===== config.mk =====
export PLATFORM = sky130hd
export DESIGN_NAME = prog_lut_gate
export DESIGN_NICKNAME = d
export VERILOG_FILES = /design/src/rtl/prog_lut_pkg.sv /design/src/rtl/prog_lut_cfg_loader.sv /design/src/rtl/prog_lut_gate.sv
export SDC_FILE = /design/constraint.sdc
export NUM_CORES = 1
export LEC_CHECK = 0
export BUFFER_PORTS_ARGS = -buffer_cell sky130_fd_sc_hd__buf_2
export CORE_AREA = 2 2 56 58
export DETAILED_ROUTE_END_ITERATION = 10
export DIE_AREA = 0 0 58 60
export PLACE_DENSITY = 0.73
export SLEW_MARGIN = 30
export SYNTH_ARGS = -nofsm -noshare
export SYNTH_HDL_FRONTEND = slang
export SYNTH_SLANG_ARGS = --single-unit

===== constraint.sdc =====
create_clock -name clock -period 1.36 [get_ports clock]
set_input_delay 0.408 -clock clock [delete_from_list [all_inputs] [get_ports clock]]
set_output_delay 0.408 -clock clock [all_outputs]
set_load 0.005 [all_outputs]

===== src/rtl/prog_lut_pkg.sv =====
`default_nettype none
// ============================================================================
// Module   : prog_lut_pkg
// Purpose  : Shared definitions for the programmable truth-table gate:
//            state encoding of the configuration FSM, legal range of the
//            function input count and the table width derivation.
// Revision : 1.0  initial release
// ============================================================================
package prog_lut_pkg;

    // Configuration FSM state encoding
    typedef logic state_t;
    localparam state_t ST_RUN  = 1'b0;   // evaluation enabled
    localparam state_t ST_LOAD = 1'b1;   // accepting table bits

    // Legal range of the number of function inputs
    localparam int c_N_IN_MIN = 1;
    localparam int c_N_IN_MAX = 6;

    // Truth-table width: one bit per minterm
    function automatic int tbl_w(input int n_in);
        return 1 << n_in;
    endfunction

endpackage : prog_lut_pkg
`default_nettype wire


===== src/rtl/prog_lut_cfg_loader.sv =====
`default_nettype none
// ============================================================================
// Module   : prog_lut_cfg_loader
// Purpose  : Serial truth-table loader. Collects TBL_W bits (minterm 0
//            first) into a shadow register and presents the completed table
//            together with a one-cycle commit strobe on the final write.
// Ports    : clock, reset        - clock / async active-high reset
//            cfg_start           - begin or restart a load
//            cfg_valid, cfg_bit  - serial table bit and its qualifier
//            cfg_busy            - high while loading
//            cfg_done            - one-cycle pulse after a commit
//            o_new_table         - complete table, valid when o_commit = 1
//            o_commit            - combinational strobe, table lands this edge
// Revision : 1.0  initial release
// ============================================================================
module prog_lut_cfg_loader
    import prog_lut_pkg::*;
#(
    parameter int                 N_IN  = 3,
    parameter int                 TBL_W = 8,
    parameter logic [TBL_W-1:0]   INIT  = 8'hE3
) (
    input  logic              clock,
    input  logic              reset,
    input  logic              cfg_start,
    input  logic              cfg_valid,
    input  logic              cfg_bit,
    output logic              cfg_busy,
    output logic              cfg_done,
    output logic [TBL_W-1:0]  o_new_table,
    output logic              o_commit
);

    localparam logic [N_IN-1:0] c_CNT_LAST = N_IN'(TBL_W - 1);
    localparam logic [N_IN-1:0] c_CNT_ONE  = N_IN'(1);

    state_t             r_state;
    logic [N_IN-1:0]    r_cnt;
    logic [TBL_W-1:0]   r_shadow;
    logic               r_done;

    logic               w_write;
    logic               w_commit;
    logic [TBL_W-1:0]   w_new_table;

    // cfg_start outranks cfg_valid, so a restart cycle never writes a bit.
    assign w_write  = (r_state == ST_LOAD) && !cfg_start && cfg_valid;
    assign w_commit = w_write && (r_cnt == c_CNT_LAST);

    // The last bit is still on cfg_bit when committing, so merge it into the
    // shadow here; the top then captures the whole table in a single edge.
    always_comb begin
        w_new_table        = r_shadow;
        w_new_table[r_cnt] = cfg_bit;
    end

    always_ff @(posedge clock or posedge reset) begin
        if (reset) begin
            r_state  <= ST_RUN;
            r_cnt    <= '0;
            r_shadow <= INIT;
            r_done   <= 1'b0;
        end else begin
            r_done <= w_commit;
            if (r_state == ST_RUN) begin
                if (cfg_start) begin
                    r_state <= ST_LOAD;
                    r_cnt   <= '0;
                end
            end else begin
                if (cfg_start) begin
                    // Restart: partial shadow content is simply overwritten
                    // by the next full load.
                    r_cnt <= '0;
                end else if (w_write) begin
                    r_shadow[r_cnt] <= cfg_bit;
                    if (w_commit) begin
                        r_state <= ST_RUN;
                        r_cnt   <= '0;
                    end else begin
                        r_cnt <= r_cnt + c_CNT_ONE;
                    end
                end
            end
        end
    end

    assign cfg_busy    = (r_state == ST_LOAD);
    assign cfg_done    = r_done;
    assign o_new_table = w_new_table;
    assign o_commit    = w_commit;

endmodule : prog_lut_cfg_loader
`default_nettype wire


===== src/rtl/prog_lut_gate.sv =====
`default_nettype none
// ============================================================================
// Module   : prog_lut_gate
// Purpose  : Programmable N_IN-input truth-table function with a registered,
//            valid/ready-handshaked result: e = TABLE[a], f = e & d.
//            The table is reloaded serially through the cfg_* port and
//            replaced atomically, so in-flight results keep old-table values.
// Ports    : clock, reset            - clock / async active-high reset
//            cfg_start/valid/bit     - serial table load port
//            cfg_busy, cfg_done      - load status / commit pulse
//            in_valid, in_ready      - operand handshake
//            a [N_IN-1:0], d         - minterm index and gate operand
//            out_valid, out_ready    - result handshake
//            e, f                    - registered TABLE[a] and TABLE[a] & d
// Revision : 1.0  initial release
// ============================================================================
module prog_lut_gate
    import prog_lut_pkg::*;
#(
    parameter int                      N_IN = 3,
    parameter logic [(1<<N_IN)-1:0]    INIT = 8'hE3
) (
    input  logic              clock,
    input  logic              reset,
    input  logic              cfg_start,
    input  logic              cfg_valid,
    input  logic              cfg_bit,
    output logic              cfg_busy,
    output logic              cfg_done,
    input  logic              in_valid,
    output logic              in_ready,
    input  logic [N_IN-1:0]   a,
    input  logic              d,
    output logic              out_valid,
    input  logic              out_ready,
    output logic              e,
    output logic              f
);

    localparam int TBL_W = tbl_w(N_IN);

    generate
        if (N_IN < c_N_IN_MIN || N_IN > c_N_IN_MAX) begin : g_bad_n_in
            $error("prog_lut_gate: N_IN out of legal range 1..6");
        end
    endgenerate

    logic [TBL_W-1:0]   r_table;
    logic               r_out_valid;
    logic               r_e;
    logic               r_f;

    logic               w_busy;
    logic [TBL_W-1:0]   w_new_table;
    logic               w_commit;
    logic               w_in_ready;
    logic               w_accept;
    logic               w_lut;

    prog_lut_cfg_loader #(
        .N_IN  (N_IN),
        .TBL_W (TBL_W),
        .INIT  (INIT)
    ) u_loader (
        .clock       (clock),
        .reset       (reset),
        .cfg_start   (cfg_start),
        .cfg_valid   (cfg_valid),
        .cfg_bit     (cfg_bit),
        .cfg_busy    (w_busy),
        .cfg_done    (cfg_done),
        .o_new_table (w_new_table),
        .o_commit    (w_commit)
    );

    // Operands are only taken in RUN; a stalled result blocks new ones.
    assign w_in_ready = !w_busy && (!r_out_valid || out_ready);
    assign w_accept   = in_valid && w_in_ready;

    // Lookup uses the table as registered at the accept edge; a commit can
    // never coincide with an accept because commits only happen in LOAD.
    assign w_lut = r_table[a];

    always_ff @(posedge clock or posedge reset) begin
        if (reset) begin
            r_table <= INIT;
        end else if (w_commit) begin
            r_table <= w_new_table;
        end
    end

    always_ff @(posedge clock or posedge reset) begin
        if (reset) begin
            r_out_valid <= 1'b0;
            r_e         <= 1'b0;
            r_f         <= 1'b0;
        end else if (w_accept) begin
            r_out_valid <= 1'b1;
            r_e         <= w_lut;
            r_f         <= w_lut & d;
        end else if (r_out_valid && out_ready) begin
            // Consumed with nothing behind it: drop valid, keep data.
            r_out_valid <= 1'b0;
        end
    end

    assign cfg_busy  = w_busy;
    assign in_ready  = w_in_ready;
    assign out_valid = r_out_valid;
    assign e         = r_e;
    assign f         = r_f;

endmodule : prog_lut_gate
`default_nettype wire


# Word level (Yosys, flattened, before mapping)
# Cells that the tools add are included.
classes:
  magnitude_cmp: 3
  add_sub_neg: 1
  n_eq_ne: 1
  n_reduce_logical: 16
  mux: 17
  bitwise: 2
op_table:
  columns: ["op", "count"]
  rows:
  - ["$mux W3", 5]
  - ["$mux W1", 9]
  - ["$bwmux W8", 1]
  - ["$lt A3 B4 Y1 const B", 2]
  - ["$logic_and A1 B1 Y1", 7]
  - ["$reduce_bool A2 Y1", 3]
  - ["$add A3 B1 Y3 const B", 1]
  - ["$bmux W1 S3", 1]
  - ["$demux W1 S3", 1]
  - ["$eq A3 B3 Y1 const B", 1]
  - ["$ge A3 B1 Y1 const B", 1]
  - ["$logic_not A1 Y1", 3]
  - ["$reduce_and A3 Y1", 1]
  - ["$reduce_and A2 Y1", 1]
  - ["$and A1 B1 Y1", 1]
  - ["$logic_or A1 B1 Y1", 1]
  - ["$not A1 Y1", 1]
word_totals:
  elab_cells: 48
  reg_bits: 24
  input_bits: 11
  output_inout_bits: 6

# Depth between registers and ports, before layout
# Gate-level depths: netlist (run 1).
depth:
  ltp_word: 8
  depth_mapped: 6

# Cells and area by module
# From an unflattened synthesis (run 1), not the netlist that was laid out.
unflattened:
  cells_unflattened: 107
  area_unflattened_um2: 1281.2
modules_own_cells:
  columns: ["mod", "cells_each", "seq_area_each_um2", "instances", "area_each_um2"]
  rows:
  - ["prog_lut_cfg_loader", 72, 331.6, 1, 773.2]
  - ["prog_lut_gate", 35, 281.5, 1, 508.0]

# Least setup slack after synthesis (run 1)
# Ideal clock, no wire load.
synth_timing:
  path_kind: "reg2reg"
  start: "register u_loader.r_state (netlist: u_loader.cfg_busy)"
  end: "register u_loader.r_shadow[4]"
  path_buffers: 1
  required_time_ps: 1232
  stages_incl_launch_ff: 5
  slack_ps: -9
  arrival_ps: 1241
  path_cell_list: "dfrtp_1 buf_2 nand3b_4 nor4b_2 mux2_1"
synth_via:
  elab_chain_len: 3
synth_rtl:
  columns: ["element", "line", "rtl"]
  rows:
  - ["start, declared", "prog_lut_cfg_loader.sv:37", "state_t r_state;"]
  - ["start signal, assigned", "prog_lut_cfg_loader.sv:59", "r_state <= ST_RUN;"]
  - ["start signal, assigned", "prog_lut_cfg_loader.sv:67", "r_state <= ST_LOAD;"]
  - ["start signal, assigned", "prog_lut_cfg_loader.sv:78", "r_state <= ST_RUN;"]
  - ["$logic_and A1 B1 Y1 (2 in a row)", "prog_lut_cfg_loader.sv:47", "assign w_write = (r_state == ST_LOAD) && !cfg_start && cfg_valid;"]
  - ["$reduce_and A3 Y1 (no line) *", null, null]
  - ["end signal, assigned by index", "prog_lut_cfg_loader.sv:76", "r_shadow[r_cnt] <= cfg_bit;"]
  - ["end, declared", "prog_lut_cfg_loader.sv:39", "logic [TBL_W-1:0] r_shadow;"]
# Every way passes the cells marked *; elsewhere a longest branch is shown, timed or not.
# A chain may end at the register's enable or synchronous reset.

# Worst setup path in the final report (run 1)
layout_timing:
  start: "register u_loader.r_state (netlist: u_loader.cfg_busy)"
  end: "output in_ready"
layout_via:
  elab_chain_len: 2
layout_rtl:
  columns: ["element", "line", "rtl"]
  rows:
  - ["$logic_not A1 Y1", "prog_lut_gate.sv:77", "assign w_in_ready = !w_busy && (!r_out_valid || out_ready);"]
  - ["$logic_and A1 B1 Y1", "prog_lut_gate.sv:77", null]
  - ["end, declared", "prog_lut_gate.sv:31", "output logic in_ready,"]
# No other way between the ends.

==> results.sh, run 1 <==
export IMPL_power_density_mw_per_mm2=822.3
export IMPL_port_buffers=16
export IMPL_die_height_um=60
export IMPL_internal_reg_to_reg_setup_slack_ps=-30
export IMPL_postSynthNetCount=124
export IMPL_nNetsFinal=160
export IMPL_tritoncts="done"
export IMPL_i_o_pin_count=17
export IMPL_syn_avg_cell_area_um2=11.20
export IMPL_final_hold_violation_count=0
export IMPL_max_slew_worst_pin_slew_ps=311.1
export IMPL_width_of_the_chip_um=58
export IMPL_finalMaxSlewViolations=0
export IMPL_timing_final_crit_share_pct=108.8
export IMPL_hold_ws_ps=103.6
export IMPL_rsz0062_at_grt="yes"
export IMPL_routed_wire_length_per_instance_um=15.31
export IMPL_ctsLongestPathBuffers=2
export IMPL_critical_path_endpoint_type="output pin"
export IMPL_drc=0
export IMPL_synth_edf_count=0
export IMPL_dp_hpwl_um=1727
export IMPL_die_area_mm2=0.003480
export IMPL_clock_tree_root_cell="clkbuf_4"
export IMPL_synth_flop_cell="dfrtp_1"
export IMPL_post_synth_num_cell_types=28
export IMPL_syn_to_final_growth_pct=35.21
export IMPL_drt_pass1_iter_count=4
export IMPL_post_synth_top_count_cell="nand2_1"
export IMPL_reg2regPathDepth=6
export IMPL_grt_pass1_wl_um=4133
export IMPL_status="finished, violations left"
export IMPL_postRouteWirelength_um=2725
export IMPL_synth_top_cells_by_count="nand2_1, dfrtp_1, mux2i_1, dfstp_2, o21ai_0"
export IMPL_antenna_found_initial=0
export IMPL_crit_reg2reg_launch="u_loader.r_cnt[1]"
export IMPL_setup_slack_ps=-120.3
export IMPL_failed_checks="negative setup slack"
export IMPL_fin_worst_skew_ps=4.551
export IMPL_antenna_diode_count=0
export IMPL_starting_utilization_of_the_core_area_pct=42.84
export IMPL_hold_path_class="in2async"
export IMPL_cellLeakagePower_uw=0.0007393
export IMPL_ys_warn_count=0
export IMPL_drtAntennaViolNets=0
export IMPL_critPathKind="reg2out"
export IMPL_ys_top_cells_by_area="dfrtp_1, dfstp_2, mux2i_1"
export IMPL_ys_ff_latch=24
export IMPL_cts_inserted_buffers=3
export IMPL_syn_instance_count=111
export IMPL_post_synth_top_area_cell="dfrtp_1"
export IMPL_syn_cell_area_mm2=0.001244
export IMPL_worst_r2r_endpoint="r_table[3]"
export IMPL_post_synth_top_area_fraction_pct=28.17
export IMPL_routed_via_count=968
export IMPL_vias_per_cell=5.438
export IMPL_overflow=0
export IMPL_max_vdd_ir_drop_mv=0.6387
export IMPL_startpoint_type="flip-flop"
export IMPL_clk_insertion_delay_late_ps=320
export IMPL_post_route_cells_drive_above_1_share_pct=60.69
export IMPL_timing_final_setup_violations=9
export IMPL_clkTransAtPathRegs_ps=120
export IMPL_grt_max_degree=25
export IMPL_max_cap_viol_count=0
export IMPL_synth_seq_area_share_pct=49.30
export IMPL_critPathRequiredTime_ps=950
export IMPL_via_count_of_the_first_global_routing_pass=957
export IMPL_track_usage_pct=15.98
export IMPL_worst_setup_sp="u_loader.cfg_busy"
export IMPL_drt_initial_violations=19
export IMPL_core_mm2=0.002903
export IMPL_worstPathMaxFanout=4
export IMPL_minimum_clock_period_ps=1480
export IMPL_std_cell_rows=20
export IMPL_synth_async_reset_ratio_pct=100.0
export IMPL_slew_headroom_pct=79.26
export IMPL_setup_tns_ps=-267.0
export IMPL_max_freq_mhz=675.5
export IMPL_place_congestion=0.8175
export IMPL_htreeDepth=1
export IMPL_critPathCapture="in_ready"
export IMPL_tritoncts_num_sinks=24
export IMPL_arrival_ps=1070
-- final cells by class --
type,count,area [um^2]
clock buffer,3,22.52
sequential,24,614.3
multi-input combinational,76,726.9
inverter,4,15.01
fill,222,1221
timing repair buffer,38,261.5
tap,33,41.29
-- cell families (layout without fill, tap and decap cells) --
kind of cell,count (synthesis),after routing,share of synthesized area [%]
DFF,24,24,49.30
xor gates and xnor gates,1,1,0.7044
AOI/OAI and AO/OA,13,13,5.534
muxes,20,20,17.71
and+or+nand+nor,40,40,20.12
buffers and inverters,11,45,4.627
adders and majority gates,2,2,2.012
-- critical path, cell delays in order, from the launching register on --
cell and delay (ps):
dfrtp_1 410, buf_6 130, nor2b_1 100, buf_2 120
-- metal layers --
| metal | vias to the layer above | global-route usage (%) | wire, um |
|---|---|---|---|
| li1 | 467 | - | - |
| met1 | 478 | 18.93 | 1314 |
| met2 | 19 | 28.57 | 1270 |
| met3 | 4 | 4.545 | 118 |
| met4 | 0 | 3.987 | 21 |
| met5 | - | 0 | 0 |
-- how the worst min path moves through the flow --
stage / from / endpoint / slack [ps] / cells past startpoint
6_report: reset / out_valid / 100 / 3
5_1_grt: reset / u_loader.r_cnt[2] / 140 / 3
4_1_cts: reset / out_valid / 120 / 3
3_5_place_dp: reset / out_valid / 470 / 3
3_3_place_gp: reset / u_loader.cfg_done / 460 / 3
2_1_floorplan: reset / e / 420 / 1
-- report_power, final --
part           switching, uW  internal (uW)  leakage [uW]
Sequential              31.8            776      0.000288
Combinational            137            126      0.000437
Clock                    208            104     0.0000138
Total                    377           1010      0.000739
-- sequential cells by signal (all words and copies together), names as in the netlist --
| signal | flops |
|---|---|
| f | 1 |
| u_loader.r_cnt | 3 |
| u_loader.cfg_busy | 1 |
| u_loader.cfg_done | 1 |
| u_loader.r_shadow | 8 |
| e | 1 |
| r_table | 8 |
| out_valid | 1 |
-- metrics by stage --
stage	power (uW)	worst slack [ps]	utilization [%]	cell area, um^2	std cells
2_1_floorplan	945.7	4.945	-	1246	111
3_3_place_gp	1006	-60.50	48.15	1398	163
3_5_place_dp	1018	-107.1	48.15	1398	163
4_1_cts	1335	-106.3	51.55	1496	171
5_1_grt	1450	-172.6	57.93	1682	178
6_report	1383	-120.3	57.93	1682	178
-- cells in the final DEF, fill, tap and decap left out, types with 2 or more instances in the layout --
cell type / synthesis / final
buf_2: 4 / 17
buf_4: 1 / 16
buf_6: 1 / 5
clkbuf_4: 0 / 3
dfrtp_1: 14 / 13
dfstp_2: 10 / 10
inv_1: 4 / 3
mux2_2: 5 / 4
mux2_4: 0 / 2
mux2i_1: 13 / 12
nand2_1: 15 / 8
nand2_2: 0 / 5
nand2_4: 0 / 2
nand3b_1: 4 / 4
nand4b_1: 4 / 4
nor2_1: 3 / 2
nor3_2: 0 / 2
nor4b_4: 0 / 2
o21ai_1: 0 / 3
o21ai_2: 0 / 6
-- repair_timing --
action / 4_1_cts / 5_1_grt
buffers inserted: 4 / 6
pin swaps: 2 / 18
setup endpoints to repair: 12 / 19
gates resized for setup: 12 / 41
hold buffers: 0 / 0
gates cloned: 1 / 1
Power figures use the tool's default switching activity.
==> inputs of run 2 (changes only) <==
--- a/config.mk
+++ b/config.mk
@@ -7,6 +7,7 @@
 export LEC_CHECK = 0
 export BUFFER_PORTS_ARGS = -buffer_cell sky130_fd_sc_hd__buf_2
 export CORE_AREA = 2 2 56 58
+export CTS_CLUSTER_DIAMETER = 150
 export DETAILED_ROUTE_END_ITERATION = 10
 export DIE_AREA = 0 0 58 60
 export PLACE_DENSITY = 0.73
==> constraint.sdc (replaced) <==
create_clock -name clock -period 1.36 [get_ports clock]
set_input_delay 0.408 -clock clock [delete_from_list [all_inputs] [get_ports clock]]
set_output_delay 0.408 -clock clock [all_outputs]
set_load 0.1 [all_outputs]
==> results.sh, run 2 (same netlist as run 1, synthesis figures left out) <==
export IMPL_critPathRequiredTime_ps=950
export IMPL_width_of_the_chip_um=58
export IMPL_clkTransAtPathRegs_ps=130
export IMPL_combinationalPowerShare_pct=19.9
export IMPL_nNetsFinal=160
export IMPL_max_slew_worst_pin_slew_ps=318.8
export IMPL_post_route_cells_drive_above_1_share_pct=59.59
export IMPL_fin_worst_skew_ps=0.7711
export IMPL_die_area_mm2=0.003480
export IMPL_finalMaxSlewViolations=0
export IMPL_layout_top_registers="r_table: 8 flops, u_loader.r_shadow: 8 flops, u_loader.r_cnt: 3 flops"
export IMPL_drtAntennaViolNets=0
export IMPL_globalRoute_busiestLayer="met2"
export IMPL_hold_path_class="in2async"
export IMPL_startpoint_type="flip-flop"
export IMPL_max_cap_viol_count=0
export IMPL_max_freq_mhz=603.2
export IMPL_rsz0062_at_grt="yes"
export IMPL_tritoncts="done"
export IMPL_syn_to_final_growth_pct=50.40
export IMPL_globalRouteMet1Util_pct=21.94
export IMPL_clock_tree_root_cell="clkbuf_4"
export IMPL_drt_pass1_iter_count=4
export IMPL_power_switching_share_pct=26.88
export IMPL_power_density_mw_per_mm2=787.0
export IMPL_antenna_found_initial=0
export IMPL_i_o_pin_count=17
export IMPL_cts_inserted_buffers=3
export IMPL_antenna_diode_count=0
export IMPL_routed_wire_length_per_instance_um=15.05
export IMPL_via_count_of_the_first_global_routing_pass=981
export IMPL_postRouteWirelength_um=2694
export IMPL_status="finished, violations left"
export IMPL_postLayoutCellArea_mm2=0.001871
export IMPL_worstPathMaxFanout=2
export IMPL_critPathKind="reg2out"
export IMPL_timing_final_setup_violations=11
export IMPL_std_cell_rows=20
export IMPL_place_congestion=0.7009
export IMPL_power_frac_clock_pct=25.2
export IMPL_grt_pass1_wl_um=4533
export IMPL_minimum_clock_period_ps=1658
export IMPL_max_vdd_ir_drop_mv=0.7929
export IMPL_track_usage_pct=17.44
export IMPL_setup_slack_ps=-298.0
export IMPL_vias_per_cell=5.257
export IMPL_grt_met2_usage_pct=31.01
export IMPL_tritoncts_num_sinks=24
export IMPL_dp_hpwl_um=1705
export IMPL_core_mm2=0.002903
export IMPL_critical_path_endpoint_type="output pin"
export IMPL_post_place_ws_ps=-75.12
export IMPL_met3_usage_pct=1.515
export IMPL_leading_cell_type_in_the_layout_fill_and_taps_excluded="buf_4"
export IMPL_failed_checks="negative setup slack"
export IMPL_p_total_uw=1472
export IMPL_slew_headroom_pct=78.72
export IMPL_starting_utilization_of_the_core_area_pct=42.84
export IMPL_cellLeakagePower_uw=0.0008205
export IMPL_drc=0
export IMPL_htreeDepth=1
export IMPL_arrival_ps=1250
export IMPL_setup_tns_ps=-1041
export IMPL_routed_via_count=941
export IMPL_ctsLongestPathBuffers=2
export IMPL_die_height_um=60
export IMPL_layout_filler_cells=212
export IMPL_switching_power_uw=395.7
export IMPL_share_seq_of_total_power_pct=54.9
export IMPL_timing_final_crit_share_pct=121.9
export IMPL_post_route_util_pct=64.44
export IMPL_grt_max_degree=25
export IMPL_final_cell_mix="buf_4, mux2i_1, dfrtp_1"
export IMPL_placement_cell_area_mm2=0.001573
export IMPL_final_hold_violation_count=0
export IMPL_overflow=0
export IMPL_port_buffers=16
export IMPL_clk_insertion_delay_late_ps=310
export IMPL_drt_initial_violations=17
export IMPL_internal_power_uw=1076
-- run 2: metrics by stage --
| step | std cells | hold slack [ps] |
|---|---|---|
| global route | 179 | 147.4 |
| CTS | 174 | 107.5 |
| global placement | 164 | 457.2 |
| floorplan | 111 | 415.3 |
| finish | 179 | 105.6 |
| detailed placement | 164 | 459.9 |
-- run 2: path summary, 6_finish.rpt --
| check | start | end | slack [ps] | cells past startpoint |
|---|---|---|---|---|
| min | reset | f | 110 | 3 |
| max in group asynchronous | reset | r_table[1] | 970 | 3 |
| min reg2reg | u_loader.r_shadow[5] | u_loader.r_shadow[5] | 490 | 2 |
| max reg2reg | u_loader.cfg_busy | u_loader.r_shadow[3] | -110 | 4 |
| max | out_valid | in_ready | -300 | 3 |
| min in group clock | cfg_start | u_loader.r_cnt[2] | 360 | 3 |
-- run 2: layout make-up --
| type | instances | area [um^2] | area share (%) |
|---|---|---|---|
| clock buffer | 4 | 36.28 | 1.940 |
| sequential | 24 | 621.8 | 33.24 |
| timing repair buffer | 38 | 405.4 | 21.67 |
| tap | 33 | 41.29 | 2.207 |
| multi-input combinational | 76 | 750.7 | 40.13 |
| inverter | 4 | 15.01 | 0.8027 |
-- run 2: worst max-delay path: stages (launching register included) --
cell	delay (ps)
dfrtp_4	530
nand2b_4	80
nor2b_4	150
buf_12	180
-- run 2: what timing repair did --
| action | 4_1_cts | 5_1_grt |
|---|---|---|
| resized for setup | 18 | 16 |
| hold buffers | 0 | 0 |
| cloned | 1 | 0 |
| buffers inserted | 6 | 5 |
| setup endpoints to repair | 6 | 24 |
| pin swaps | 3 | 4 |
-- run 2: power by group through the flow --
stage / Sequential, uW / Combinational (uW) / Clock [uW]
final: 808 / 293 / 371
after detailed placement: 816 / 244 / 0
after CTS: 803 / 257 / 383
after floorplan: 829 / 146 / 0
after global placement: 815 / 233 / 0
after global routing: 814 / 319 / 414
-- run 2: layer usage --
| layer | wire length [um] | up-vias |
|---|---|---|
| li1 | - | 462 |
| met1 | 1168 | 459 |
| met2 | 1416 | 16 |
| met3 | 73 | 4 |
| met4 | 36 | 0 |
| met5 | 0 | - |
==> inputs of run 3 (changes only) <==
--- a/config.mk
+++ b/config.mk
@@ -5,13 +5,13 @@
 export SDC_FILE = /design/constraint.sdc
 export NUM_CORES = 1
 export LEC_CHECK = 0
-export BUFFER_PORTS_ARGS = -buffer_cell sky130_fd_sc_hd__buf_2
+export BUFFER_PORTS_ARGS = -buffer_cell sky130_fd_sc_hd__buf_4
 export CORE_AREA = 2 2 56 58
 export CTS_CLUSTER_DIAMETER = 150
 export DETAILED_ROUTE_END_ITERATION = 10
 export DIE_AREA = 0 0 58 60
 export PLACE_DENSITY = 0.73
-export SLEW_MARGIN = 30
+export SLEW_MARGIN = 10
 export SYNTH_ARGS = -nofsm -noshare
 export SYNTH_HDL_FRONTEND = slang
 export SYNTH_SLANG_ARGS = --single-unit
==> results.sh, run 3 (same netlist as run 1, synthesis figures left out) <==
export IMPL_status="finished, violations left"
export IMPL_rsz0062_at_grt="yes"
export IMPL_grt_max_degree=25
export IMPL_slew_headroom_pct=77.23
export IMPL_critPathKind="reg2out"
export IMPL_post_place_ws_ps=-82.89
export IMPL_vias_per_cell=5.237
export IMPL_timing_final_setup_violations=19
export IMPL_max_slew_worst_pin_slew_ps=341.2
export IMPL_post_route_cells_drive_above_1_share_pct=49.29
export IMPL_cts_inserted_buffers=3
export IMPL_syn_to_final_growth_pct=40.44
export IMPL_overflow=0
export IMPL_finalMaxSlewViolations=0
export IMPL_drc=0
export IMPL_top_layer_used="met4"
export IMPL_die_area_mm2=0.003480
export IMPL_via_count_of_the_first_global_routing_pass=935
export IMPL_dp_hpwl_um=1617
export IMPL_tritoncts="done"
export IMPL_fin_worst_skew_ps=5.545
export IMPL_routed_via_count=906
export IMPL_final_cell_mix="buf_4, nand2_1, mux2i_1, dfrtp_1"
export IMPL_die_height_um=60
export IMPL_worst_r2r_endpoint="u_loader.r_shadow[4]"
export IMPL_worstPathMaxFanout=2
export IMPL_track_usage_pct=15.72
export IMPL_reg2regPathDepth=5
export IMPL_max_freq_mhz=611.9
export IMPL_place_congestion=0.6753
export IMPL_setup_slack_ps=-274.2
export IMPL_cellLeakagePower_uw=0.0007649
export IMPL_hold_ws_ps=123.1
export IMPL_final_hold_violation_count=0
export IMPL_wl_met2_um=1248
export IMPL_i_o_pin_count=17
export IMPL_route_met3_wl_um=49
export IMPL_layout_top_registers="r_table: 8 flops, u_loader.r_shadow: 8 flops, u_loader.r_cnt: 3 flops"
export IMPL_p_total_uw=1471
export IMPL_clkTransAtPathRegs_ps=130
export IMPL_hold_path_class="in2async"
export IMPL_setup_tns_ps=-1976
export IMPL_critPathRequiredTime_ps=950
export IMPL_leading_cell_type_in_the_layout_fill_and_taps_excluded="buf_4"
export IMPL_drt_pass1_iter_count=4
export IMPL_antenna_found_initial=0
export IMPL_width_of_the_chip_um=58
export IMPL_drt_initial_violations=8
export IMPL_internal_reg_to_reg_setup_slack_ps=-200
export IMPL_minimum_clock_period_ps=1634
export IMPL_drtAntennaViolNets=0
export IMPL_startpoint_type="flip-flop"
export IMPL_arrival_ps=1230
export IMPL_ctsLongestPathBuffers=2
export IMPL_port_buffers=16
export IMPL_failed_checks="negative setup slack"
export IMPL_clock_tree_root_cell="clkbuf_4"
export IMPL_postRouteWirelength_um=2518
export IMPL_nNetsFinal=154
export IMPL_timing_final_crit_share_pct=120.2
export IMPL_antenna_diode_count=0
export IMPL_tritoncts_num_sinks=24
export IMPL_max_cap_viol_count=0
export IMPL_routed_wire_length_per_instance_um=14.55
export IMPL_critical_path_endpoint_type="output pin"
export IMPL_grt_pass1_wl_um=4091
export IMPL_clk_insertion_delay_late_ps=310
export IMPL_m1WireLength_um=1178
export IMPL_starting_utilization_of_the_core_area_pct=42.84
export IMPL_crit_reg2reg_launch="u_loader.cfg_busy"
export IMPL_std_cell_rows=20
export IMPL_core_mm2=0.002903
export IMPL_power_density_mw_per_mm2=842.1
export IMPL_htreeDepth=1
export IMPL_max_vdd_ir_drop_mv=0.6196
run 3: critical path: stages, from the launching register on:
cell	delay [ps]
dfrtp_4	510
nand2b_4	70
nor2b_4	150
buf_12	180
run 3: final cells by class:
type / count / area, um^2
clock buffer: 4 / 36.28
fill: 246 / 1156
inverter: 4 / 15.01
multi-input combinational: 76 / 699.4
sequential: 24 / 620.6
tap: 33 / 41.29
timing repair buffer: 32 / 334.1
run 3: worst max-delay path by stage:
stage	cells past startpoint	end	startpoint	slack [ps]
6_report	3	in_ready	out_valid	-270
5_1_grt	3	in_ready	out_valid	-320
4_1_cts	3	in_ready	out_valid	-290
3_5_place_dp	4	u_loader.r_shadow[3]	cfg_start	-80
3_3_place_gp	4	u_loader.r_shadow[3]	cfg_start	-50
2_1_floorplan	2	in_ready	u_loader.cfg_busy	-340
run 3: routing by layer:
layer | track usage, % | vias up
met5 | 0 | -
met4 | 6.977 | 0
met3 | 2.597 | 4
met2 | 26.46 | 9
met1 | 19.94 | 446
li1 | - | 447
run 3: where the power goes:
group,internal [uW],switching [uW]
sequential,776,33.3
combinational,143,149
clock,164,206
total,1080,388
run 3: repair_timing:
| item | 4_1_cts | 5_1_grt |
|---|---|---|
| setup endpoints to repair | 7 | 22 |
| hold buffers | 0 | 0 |
| setup buffers | 3 | 2 |
| resized for setup | 11 | 23 |
| pin swaps | 1 | 2 |
run 3: stage by stage:
stage               utilization, %  cells  cell area (um^2)
global placement             52.46    164              1523
detailed placement           52.46    164              1523
global route                 60.17    173              1747
floorplan                        -    111              1309
CTS                          56.03    171              1627
finish                       60.17    173              1747
